===== config.mk =====
export PLATFORM = sky130hd
export DESIGN_NAME = dds_port_responder
export DESIGN_NICKNAME = d
export VERILOG_FILES = /design/src/rtl/dds_port_responder.sv
export SDC_FILE = /design/constraint.sdc
export NUM_CORES = 1
export LEC_CHECK = 0
export ABC_AREA = 0
export CAP_MARGIN = 20
export CELL_PAD_IN_SITES_DETAIL_PLACEMENT = 0
export CELL_PAD_IN_SITES_GLOBAL_PLACEMENT = 1
export CORE_MARGIN = 1.5
export CORE_UTILIZATION = 43
export CTS_BUF_LIST = sky130_fd_sc_hd__clkbuf_8
export CTS_CLUSTER_DIAMETER = 50
export DETAILED_ROUTE_END_ITERATION = 8
export MAX_ROUTING_LAYER = met4
export PLACE_DENSITY_LB_ADDON = 0.1
export SLEW_MARGIN = 20
export SYNTH_ARGS = -nofsm -noshare
export SYNTH_HDL_FRONTEND = slang
export SYNTH_SLANG_ARGS = --single-unit

===== constraint.sdc =====
create_clock -name clk -period 2.67 [get_ports clk]
set_input_delay 0.6675 -clock clk [delete_from_list [all_inputs] [get_ports clk]]
set_output_delay 0.6675 -clock clk [all_outputs]
set_load 0.02 [all_outputs]

===== src/rtl/dds_port_responder.sv =====
`default_nettype none
// ============================================================================
//  Module      : dds_port_responder
//  Description : Responder (target) end of the DDS parallel port. Assembles
//                4-byte write words into a shadow register and commits them to
//                an active register on IO-update. Serialises the active
//                register onto the read bus for read transactions. All port
//                inputs are resynchronised into the clk domain.
//  Revision    : 1.0 - initial release
// ----------------------------------------------------------------------------
//  Ports
//    clk, rstn        responder clock, asynchronous active-low reset
//    dds_pclk         port clock; a beat is its rising edge while CSn is low
//    dds_ioup         IO-update; its rising edge commits shadow -> active
//    dds_csn          chip select, active low
//    dds_rwn          1 = read beat, 0 = write beat
//    dds_readen       master read enable (gates the read-bus drive)
//    dds_data_in      write byte from the master
//    dds_data_out     read byte to the master
//    dds_data_oe      read-bus drive enable
//    shadow_word      staged write word
//    active_word      committed word (source of read data)
//    update_pulse     one-clk pulse when active_word is loaded
//    word_done        one-clk pulse after the 4th write beat
//    beat_err         sticky protocol error flag
//    err_clr          clears beat_err (a same-cycle new error wins)
// ============================================================================
module dds_port_responder #(
  parameter int          SYNC_STAGES = 2,
  parameter int          GAP_TIMEOUT = 64,
  parameter logic [31:0] RESET_WORD  = 32'h0000_0000
) (
  input  logic        clk,
  input  logic        rstn,
  input  logic        dds_pclk,
  input  logic        dds_ioup,
  input  logic        dds_csn,
  input  logic        dds_rwn,
  input  logic        dds_readen,
  input  logic [7:0]  dds_data_in,
  output logic [7:0]  dds_data_out,
  output logic        dds_data_oe,
  output logic [31:0] shadow_word,
  output logic [31:0] active_word,
  output logic        update_pulse,
  output logic        word_done,
  output logic        beat_err,
  input  logic        err_clr
);

  localparam int                  c_GAP_W    = $clog2(GAP_TIMEOUT + 1);
  localparam logic [c_GAP_W-1:0]  c_GAP_MAX  = c_GAP_W'(GAP_TIMEOUT);
  localparam int                  c_SYNC_W   = 13;
  // Bundle order: {pclk, ioup, csn, rwn, readen, data[7:0]}.
  // CSn resets high so release from reset is never seen as a select edge.
  localparam logic [c_SYNC_W-1:0] c_SYNC_RST = 13'b0_0_1_0_0_0000_0000;

  // --------------------------------------------------------------------------
  // Input synchroniser: data travels with the strobes through the same
  // number of stages so a byte stays aligned with its PCLK edge.
  // --------------------------------------------------------------------------
  logic [c_SYNC_W-1:0]                  w_async;
  logic [SYNC_STAGES-1:0][c_SYNC_W-1:0] r_sync;
  logic [c_SYNC_W-1:0]                  w_sync;

  assign w_async = {dds_pclk, dds_ioup, dds_csn, dds_rwn, dds_readen, dds_data_in};

  always_ff @(posedge clk or negedge rstn) begin
    if (!rstn) r_sync <= {SYNC_STAGES{c_SYNC_RST}};
    else       r_sync <= {r_sync[SYNC_STAGES-2:0], w_async};
  end

  assign w_sync = r_sync[SYNC_STAGES-1];

  logic       w_pclk, w_ioup, w_csn, w_rwn, w_readen;
  logic [7:0] w_data;

  assign w_pclk   = w_sync[12];
  assign w_ioup   = w_sync[11];
  assign w_csn    = w_sync[10];
  assign w_rwn    = w_sync[9];
  assign w_readen = w_sync[8];
  assign w_data   = w_sync[7:0];

  // --------------------------------------------------------------------------
  // Edge detection on the synchronised strobes
  // --------------------------------------------------------------------------
  logic r_pclk_prev, r_csn_prev, r_ioup_prev;

  always_ff @(posedge clk or negedge rstn) begin
    if (!rstn) begin
      r_pclk_prev <= 1'b0;
      r_csn_prev  <= 1'b1;
      r_ioup_prev <= 1'b0;
    end else begin
      r_pclk_prev <= w_pclk;
      r_csn_prev  <= w_csn;
      r_ioup_prev <= w_ioup;
    end
  end

  logic w_beat, w_wr_beat, w_rd_beat, w_csn_fall, w_ioup_rise;

  assign w_beat      = w_pclk & ~r_pclk_prev & ~w_csn;
  assign w_wr_beat   = w_beat & ~w_rwn;
  assign w_rd_beat   = w_beat &  w_rwn;
  assign w_csn_fall  = r_csn_prev & ~w_csn;
  assign w_ioup_rise = w_ioup & ~r_ioup_prev;

  // --------------------------------------------------------------------------
  // State registers
  // --------------------------------------------------------------------------
  logic [1:0]         r_beat_cnt;
  logic [c_GAP_W-1:0] r_gap_cnt;
  logic [31:0]        r_shadow;
  logic [31:0]        r_active;
  logic [7:0]         r_data_out;
  logic               r_oe;
  logic               r_update_pulse;
  logic               r_word_done;
  logic               r_beat_err;

  function automatic logic [7:0] f_byte(input logic [31:0] word, input logic [1:0] idx);
    logic [7:0] b;
    case (idx)
      2'd0:    b = word[31:24];
      2'd1:    b = word[23:16];
      2'd2:    b = word[15:8];
      default: b = word[7:0];
    endcase
    return b;
  endfunction

  // Shadow including any write beat of this cycle; the IO-update commit
  // samples this so a beat and an update in the same cycle commit the new byte.
  logic [31:0] w_shadow_nxt;

  always_comb begin
    w_shadow_nxt = r_shadow;
    if (w_wr_beat) begin
      case (r_beat_cnt)
        2'd0:    w_shadow_nxt[31:24] = w_data;
        2'd1:    w_shadow_nxt[23:16] = w_data;
        2'd2:    w_shadow_nxt[15:8]  = w_data;
        default: w_shadow_nxt[7:0]   = w_data;
      endcase
    end
  end

  logic       w_gap_hit;
  logic [1:0] w_beat_cnt_nxt;
  logic       w_err_set;

  // A saturated gap counter keeps w_gap_hit asserted, but the beat counter
  // is cleared on the first hit so the error is raised only once.
  assign w_gap_hit      = w_csn && (r_gap_cnt == c_GAP_MAX) && (r_beat_cnt != 2'd0);
  assign w_beat_cnt_nxt = w_beat    ? r_beat_cnt + 2'd1 :
                          w_gap_hit ? 2'd0 : r_beat_cnt;
  assign w_err_set      = w_gap_hit || (w_ioup_rise && (w_beat_cnt_nxt != 2'd0));

  // Read data prefetch: byte 0 at select with no word in progress, then the
  // following byte after each read beat; after byte 3 the last byte is held.
  logic [7:0] w_data_out_nxt;

  always_comb begin
    w_data_out_nxt = r_data_out;
    if (w_rd_beat) begin
      if (r_beat_cnt != 2'd3) w_data_out_nxt = f_byte(r_active, r_beat_cnt + 2'd1);
    end else if (w_csn_fall && (r_beat_cnt == 2'd0)) begin
      w_data_out_nxt = f_byte(r_active, 2'd0);
    end
  end

  always_ff @(posedge clk or negedge rstn) begin
    if (!rstn) begin
      r_beat_cnt     <= 2'd0;
      r_gap_cnt      <= '0;
      r_shadow       <= RESET_WORD;
      r_active       <= RESET_WORD;
      r_data_out     <= 8'h00;
      r_oe           <= 1'b0;
      r_update_pulse <= 1'b0;
      r_word_done    <= 1'b0;
      r_beat_err     <= 1'b0;
    end else begin
      r_beat_cnt     <= w_beat_cnt_nxt;
      r_shadow       <= w_shadow_nxt;
      r_data_out     <= w_data_out_nxt;
      r_oe           <= w_readen & w_rwn & ~w_csn;
      r_update_pulse <= w_ioup_rise;
      r_word_done    <= w_wr_beat && (r_beat_cnt == 2'd3);

      if (!w_csn)                     r_gap_cnt <= '0;
      else if (r_gap_cnt != c_GAP_MAX) r_gap_cnt <= r_gap_cnt + c_GAP_W'(1);

      if (w_ioup_rise) r_active <= w_shadow_nxt;

      // A new error takes priority over a same-cycle clear.
      if (w_err_set)    r_beat_err <= 1'b1;
      else if (err_clr) r_beat_err <= 1'b0;
    end
  end

  assign dds_data_out = r_data_out;
  assign dds_data_oe  = r_oe;
  assign shadow_word  = r_shadow;
  assign active_word  = r_active;
  assign update_pulse = r_update_pulse;
  assign word_done    = r_word_done;
  assign beat_err     = r_beat_err;

endmodule
`default_nettype wire


### Yosys cells after proc, flatten, opt, wreduce, memory -nomap -nowiden

Cells that the tools add are included.
W data, S select, Z words.

* register bits after elaboration: 114
* output and inout port bits: 76
* input bits: 16

* bitwise operators: 12
* reduce and logical (&&, ||, !) cells: 14
* eq/ne operators: 10
* muxes and demuxes: 15
* add/sub/neg operators: 2

Operator list (count)
* $mux W8: 7
* $mux W32: 1
* $pmux W8 S3: 1
* $mux W7: 2
* $and A1 B1 Y1: 8
* $reduce_bool A2 Y1: 4
* $add A7 B1 Y7 const B: 1
* $eq A7 B7 Y1 const B: 1
* $ne A7 B7 Y1 const B: 1
* $eq A2 B2 Y1 const B: 3
* $logic_and A1 B1 Y1: 5
* $eq A2 B1 Y1 const B: 2
* $logic_not A2 Y1: 2
* $mux W2: 2
* $ne A2 B1 Y1 const B: 2
* $not A1 Y1: 4
* $reduce_or A3 Y1: 1
* $add A2 B1 Y2 const B: 1
* $mux W1: 2
* $ne A2 B2 Y1 const B: 1
* $reduce_and A2 Y1: 1
* $logic_or A1 B1 Y1: 1

### Longest topological paths before layout

Gate-level depths: netlist of run 1.

* depth in word-level cells: 9
* depth in mapped cells: 8

### Least setup slack after synthesis of run 1

Ideal clock, no wire load.

* path type: register -> register
* from: register r_beat_cnt[0]
* to: register r_data_out[5] (netlist: dds_data_out[5])
* path slack: 795 ps
* cell stages (with the launch flop): 9
* data required time: 2545 ps
* arrival time: 1751 ps
* period minus slack after synthesis: 1875 ps
* path buffers: 2
* path through: dfrtp_1 inv_1 ha_1 clkbuf_1 clkbuf_1 a221oi_1 a21oi_1 a22o_1 mux2_2

* word-level cells in the longest chain between the ends: 5
* elaborated cells between the ends (all ways): 13
* classes of those cells: add/sub: 1; eq/ne: 4; mux: 3; reduce/logical: 5

Ends and longest elaborated chain
* start, declared: RTL line 113 `logic [1:0] r_beat_cnt;`
* start signal, assigned: RTL line 186 `r_beat_cnt <= w_beat_cnt_nxt;`
* $add A2 B1 Y2: RTL line 168 `if (r_beat_cnt != 2'd3) w_data_out_nxt = f_byte(r_active, r_beat_cnt + 2'd1);`
* $eq A2 B2 Y1, or another cell as far along: RTL line 125 `case (idx)`
* $pmux W8 S3: RTL line 125
* $mux W8: RTL line 168
* $mux W8: RTL line 167 `if (w_rd_beat) begin`
* end signal, assigned: RTL line 188 `r_data_out <= w_data_out_nxt;`
* end, declared: RTL line 117 `logic [7:0] r_data_out;`

Parallel ways exist; a longest one is shown, timed or not. The select of a mux whose other input is x is not followed.
A chain may end at the register's enable or synchronous reset.

### Worst setup path in the final report of run 1

* from: register r_beat_cnt[0]
* to: register r_active[24] (netlist: active_word[24])

* word-level cells in the longest chain between the ends: 3

Ends and longest elaborated chain
* $logic_not A2 Y1: RTL line 141 `case (r_beat_cnt)`
* $mux W8: RTL line 141
* $mux W32: RTL line 140 `if (w_wr_beat) begin`
* via w_shadow_nxt[24]: RTL line 136 `logic [31:0] w_shadow_nxt;`
* end signal, assigned: RTL line 196 `if (w_ioup_rise) r_active <= w_shadow_nxt;`
* end, declared: RTL line 116 `logic [31:0] r_active;`

The timed path passes the listed nets, and every way through them passes these cells.

==> results of run 1 <==
## sequential cells by signal, summed over array words and instances (netlist names)
register,cells
dds_data_oe,1
r_sync,13
active_word,32
r_gap_cnt,7
r_beat_cnt,2
shadow_word,32
beat_err,1
r_pclk_prev,1
w_sync,13
r_csn_prev,1
update_pulse,1
dds_data_out,8
word_done,1
r_ioup_prev,1
## cell usage after synthesis (all sizes together), types with 4 or more instances
master / n / share of area (%)
clkbuf: 9 / 0.77
mux2: 72 / 19
dfrtp: 111 / 64
a221oi: 8 / 1.6
nor2b: 5 / 0.72
and3: 4 / 0.57
a22o: 8 / 1.6
ha: 7 / 2.0
xnor2: 6 / 1.2
nand2: 9 / 1.0
a21oi: 10 / 1.1
inv: 15 / 1.3
## path summary, 6_finish.rpt
kind,startpoint,endpoint,slack (ns),depth (start not counted)
setup / recovery,r_beat_cnt[0],active_word[24],0.52,5
hold / removal,rstn,shadow_word[6],0.27,1
setup reg to reg,r_beat_cnt[0],active_word[24],0.52,5
hold reg to reg,r_sync[7],w_sync[7],0.35,0
max in group asynchronous,rstn,w_sync[10],1.70,2
min in group clk,r_sync[7],w_sync[7],0.35,0
## critical path, delay by kind of cell (launching register included)
family                   cells  cell delay (ns)
AND/OR/NAND/NOR              1             0.31
multiplexers                 2             0.63
buffers and inverters        1             0.13
adder cells (fa/ha/maj)      1             0.51
flip-flops                   1             0.45
## per-stage QoR
stage | total power [mW] | instance area (sq um) | hold slack, ns | setup slack (ns) | util (%)
floorplan | 3.77 | 4370 | 0.331 | 0.795 | -
global placement | 4.95 | 5450 | 0.332 | 0.604 | 55.5
detailed placement | 5.00 | 5450 | 0.335 | 0.501 | 55.5
CTS | 6.59 | 5850 | 0.276 | 0.491 | 59.6
global route | 6.85 | 5850 | 0.294 | 0.422 | 59.6
finish | 6.54 | 5850 | 0.267 | 0.521 | 59.6
## layer usage
layer | up-vias | share of wire (%) | GRT usage, %
li1 | 1236 | - | -
met1 | 1368 | 48 | 26.3
met2 | 73 | 47 | 29.0
met3 | 11 | 4.0 | 5.35
met4 | 0 | 1.0 | 5.36
met5 | - | 0 | -
## area by class of cell
class	count	area, sq um
inverter	15	56.3
tap	133	166
timing repair buffer	95	951
sequential	114	2860
multi-input combinational	151	1420
clock buffer	19	262
clock inverter	13	136
fill	840	3970
## power by group through the flow
stage | Clock [mW] | Combinational (mW) | Sequential [mW]
6_report | 1.58 | 2.36 | 2.59
5_1_grt | 1.69 | 2.51 | 2.65
3_3_place_gp | 0 | 2.32 | 2.63
3_5_place_dp | 0 | 2.37 | 2.62
4_1_cts | 1.61 | 2.38 | 2.60
2_1_floorplan | 0 | 0.707 | 3.06
## kinds of logic (layout without fill, tap and decap cells)
family	count (synthesis)	after routing	share of synthesized area [%]
xor gates and xnor gates	7	7	1.40
DFF	114	114	65.4
adders and majority gates	7	7	2.01
AOI/OAI and AO/OA	32	32	5.47
and+or+nand+nor	32	32	4.75
buffers and inverters	25	142	2.18
muxes	73	73	18.8
==> results.json, run 1 <==
{
  "fp.dieW_microns": 104,
  "critPathCaptureType": "register",
  "fin_crit_sh_pct": 80.5,
  "ant_nets": 0,
  "yosysWarnings": 0,
  "clock_skew_ns": 0.0101,
  "rows": 36,
  "cp_cell_sequence": "inv_1 > ha_1 > nand2_2 > mux2_2 > mux2_2",
  "power_frac_comb_pct": 36.1,
  "grt_max_degree": 49,
  "syn_inst": 290,
  "grt_overflow_total": 0,
  "stdcell_count": 540,
  "min_period_ns": 2.15,
  "tns_ns": 0,
  "cp-start-kind": "register",
  "cts.sinks": 114,
  "core_area_sq_mm": 0.00982,
  "slowest_delay_ns": 0.51,
  "yosysSeqAreaShare_pct": 65.4,
  "fin_nets": 417,
  "cts_resized": 0,
  "ys_ff_latch": 114,
  "drive_gt1_share_pct": 29.2,
  "worst_pin_slew_ns": 0.679,
  "post_cts_buffers": 0,
  "dieHeight_microns": 104,
  "grt_pass1_wl_microns": 15400,
  "cts.path.max_buffers": 2,
  "synth_nets": 313,
  "cp_common_cell": "mux2_2",
  "seqPwrFrac_pct": 39.7,
  "synth_edf_count": 0,
  "p_leak_nw": 2.63,
  "route.vias.total": 2688,
  "grt_pass1_vias": 2862,
  "status": "completed",
  "max_slew_margin_pct": 54.7,
  "hold_class": "in2async",
  "crit_type": "reg2reg",
  "wl_per_cell_microns": 17.5,
  "final_common_cell": "dfrtp_1",
  "layout_common_cells": "dfrtp_1, clkdlybuf4s50_1, mux2_2",
  "wirelength_microns": 9470,
  "via_per_inst": 4.98,
  "syn2layout_area_growth_pct": 34.0,
  "first_iter_violations": 69,
  "setup_viol": 0,
  "ir_drop_mv": 0.570,
  "cts_inserted_buffers": 17,
  "gr-usage-all-layers_pct": 19.4,
  "route.detailed.drc": 0,
  "cts_root_buffer": "clkbuf_8",
  "clk_pin_slew_ns": 0.07,
  "cts_max_level": 4,
  "p_per_area_mw_per_mm2": 1120,
  "crit_required_ns": 2.96,
  "diodes": 0,
  "cts_hold_buf": 0,
  "ios": 92,
  "fmax_mhz": 465,
  "p_int_mw": 4.33,
  "post-place-cells": 508,
  "syn_area_sq_mm": 0.00437,
  "switching_share_pct": 33.7,
  "rsz0062_at_grt": "false",
  "antenna_found_initial": 0,
  "avgSynthCellArea_sq_um": 15.1,
  "drt_pass1_iterations": 4,
  "cts_tree": "built",
  "gp_congestion": 0.702,
  "cp_slowest_cell": "ha_1",
  "drv_cap": 0,
  "synth_ff_type": "dfrtp_1",
  "drv_slew": 0,
  "port_buffers": 91,
  "die-area_sq_mm": 0.0108,
  "yosysUniqueCellTypes": 30,
  "clk_latency_ns": 0.42,
  "hpwl_microns": 6280,
  "hold_violations": 0,
  "worstPathArrival_ns": 2.44,
  "initial_core_util_pct": 44.5,
  "clkPwrFrac_pct": 24.2,
  "synthArstFlopShare_pct": 100,
  "cp_max_fo": 11,
  "power.switching_mw": 2.20
}
No activity file was read; power rests on OpenSTA's default activity.
==> run 2, diff against run 1 <==
CORE_UTILIZATION = 39   (was 43)
clock period = 1.9 ns   (was 2.67 ns; I/O delays follow)
==> results.json, run 2 (synthesized netlist as in run 1, its figures left out) <==
{
  "syn2layout_area_growth_pct": 37.8,
  "layout_common_cells": "dfrtp_1, mux2_2, dlygate4sd2_1",
  "power.switching_mw": 3.14,
  "cp-start-kind": "register",
  "grt_max_degree": 52,
  "cts_root_buffer": "clkbuf_8",
  "wirelength_microns": 9730,
  "clock_skew_ns": 0.00819,
  "fmax_mhz": 538,
  "rsz0062_at_grt": "true",
  "setup_viol": 0,
  "die-area_sq_mm": 0.0118,
  "hpwl_microns": 6570,
  "power_frac_comb_pct": 34.2,
  "highest_layer": "met4",
  "worst_pin_slew_ns": 0.474,
  "clk_pin_slew_ns": 0.07,
  "cts_max_level": 4,
  "crit_buf_inv": 1,
  "gp_congestion": 0.770,
  "p_leak_nw": 3.16,
  "p_int_mw": 5.95,
  "holdWs_ns": 0.00151,
  "clkPwrFrac_pct": 26.2,
  "cts_tree": "built",
  "dieHeight_microns": 109,
  "antenna_found_initial": 0,
  "route.vias.total": 2724,
  "crit_type": "reg2out",
  "hold_class": "in2async",
  "port_buffers": 91,
  "rows": 38,
  "core_area_sq_mm": 0.0109,
  "tns_ns": 0,
  "status": "completed",
  "wl_per_cell_microns": 17.4,
  "stdcell_count": 559,
  "ir_drop_mv": 0.727,
  "seqPwrFrac_pct": 39.7,
  "p_per_area_mw_per_mm2": 1510,
  "wl_met2_microns": 4640,
  "crit_required_ns": 1.42,
  "grt_overflow_total": 0,
  "clk_latency_ns": 0.42,
  "ios": 92,
  "initial_core_util_pct": 40.1,
  "cp_slowest_cell": "clkdlybuf4s50_1",
  "final_common_cell": "dfrtp_1",
  "cp_top_family": "buffers and inverters",
  "ant_nets": 0,
  "cts.path.max_buffers": 2,
  "switching_share_pct": 34.5,
  "wl_met3_microns": 469,
  "diodes": 0,
  "cts.sinks": 114,
  "hold_violations": 0,
  "cp_max_fo": 2,
  "grt_pass1_vias": 2926,
  "min_period_ns": 1.86,
  "slowest_delay_ns": 0.60,
  "route.detailed.drc": 0,
  "drt_pass1_iterations": 4,
  "via_per_inst": 4.87,
  "first_iter_violations": 63,
  "cts_hold_buf": 0,
  "grt_pass1_wl_microns": 15800,
  "post-place-cells": 526,
  "gr-usage-all-layers_pct": 19.0,
  "worstPathArrival_ns": 1.38,
  "drive_gt1_share_pct": 32.2,
  "fin_crit_sh_pct": 97.8,
  "fin_nets": 429,
  "fp.dieW_microns": 109,
  "drt-met1-wl_microns": 4480,
  "drv_slew": 0,
  "cts_inserted_buffers": 17,
  "cp_cell_sequence": "clkdlybuf4s50_1",
  "max_slew_margin_pct": 68.4,
  "critPathCaptureType": "output port",
  "drv_cap": 0
}
==> run 2: power by group through the flow <==
stage	clock, mW	combinational (mW)	sequential [mW]
final	2.38	3.10	3.61
after global routing	2.56	3.34	3.71
after CTS	2.44	3.16	3.62
after detailed placement	0	3.42	3.67
after global placement	0	3.36	3.68
after floorplan	0	0.994	4.30
==> run 2: worst paths after layout <==
| check | startpoint | to | slack (ns) | depth (start not counted) |
|---|---|---|---|---|
| min in group clk | r_sync[0] | w_sync[0] | 0.35 | 0 |
| setup / recovery | shadow_word[6] | shadow_word[6] | 0.04 | 1 |
| hold / removal | rstn | r_gap_cnt[4] | 0.002 | 1 |
| max in group asynchronous | rstn | active_word[10] | 1.26 | 2 |
| setup reg to reg | w_sync[9] | active_word[31] | 0.05 | 4 |
| hold reg to reg | r_sync[0] | w_sync[0] | 0.35 | 0 |
==> run 2: final cells by class <==
cell class                      count  area [sq um]
Timing Repair Buffer              107          1070
Fill cell                         927          4870
Clock inverter                     14           180
Sequential cell                   114          2860
Tap cell                          140           175
Multi-Input combinational cell    151          1440
Clock buffer                       18           248
Inverter                           15          56.3
==> run 2: what timing repair did <==
action	in CTS	in global routing
setup buffers	0	1
setup endpoints to repair	46	48
resized for setup	45	25
==> run 2: per-layer routing <==
metal	track usage (%)	up-vias
met5	-	-
met4	7.61	0
met3	5.14	12
met2	28.4	68
met1	24.6	1374
li1	-	1270
==> run 2: through the flow <==
step                      instance area (sq um)  total power [mW]  setup WS [ns]  utilization, %
after floorplan                            4370              5.30         0.0248               -
after global placement                     5570              7.04         0.0454            51.2
after detailed placement                   5570              7.09        0.00182            51.2
after CTS                                  5950              9.22        0.00362            54.6
after global routing                       6020              9.61        -0.0365            55.3
final                                      6020              9.09         0.0414            55.3
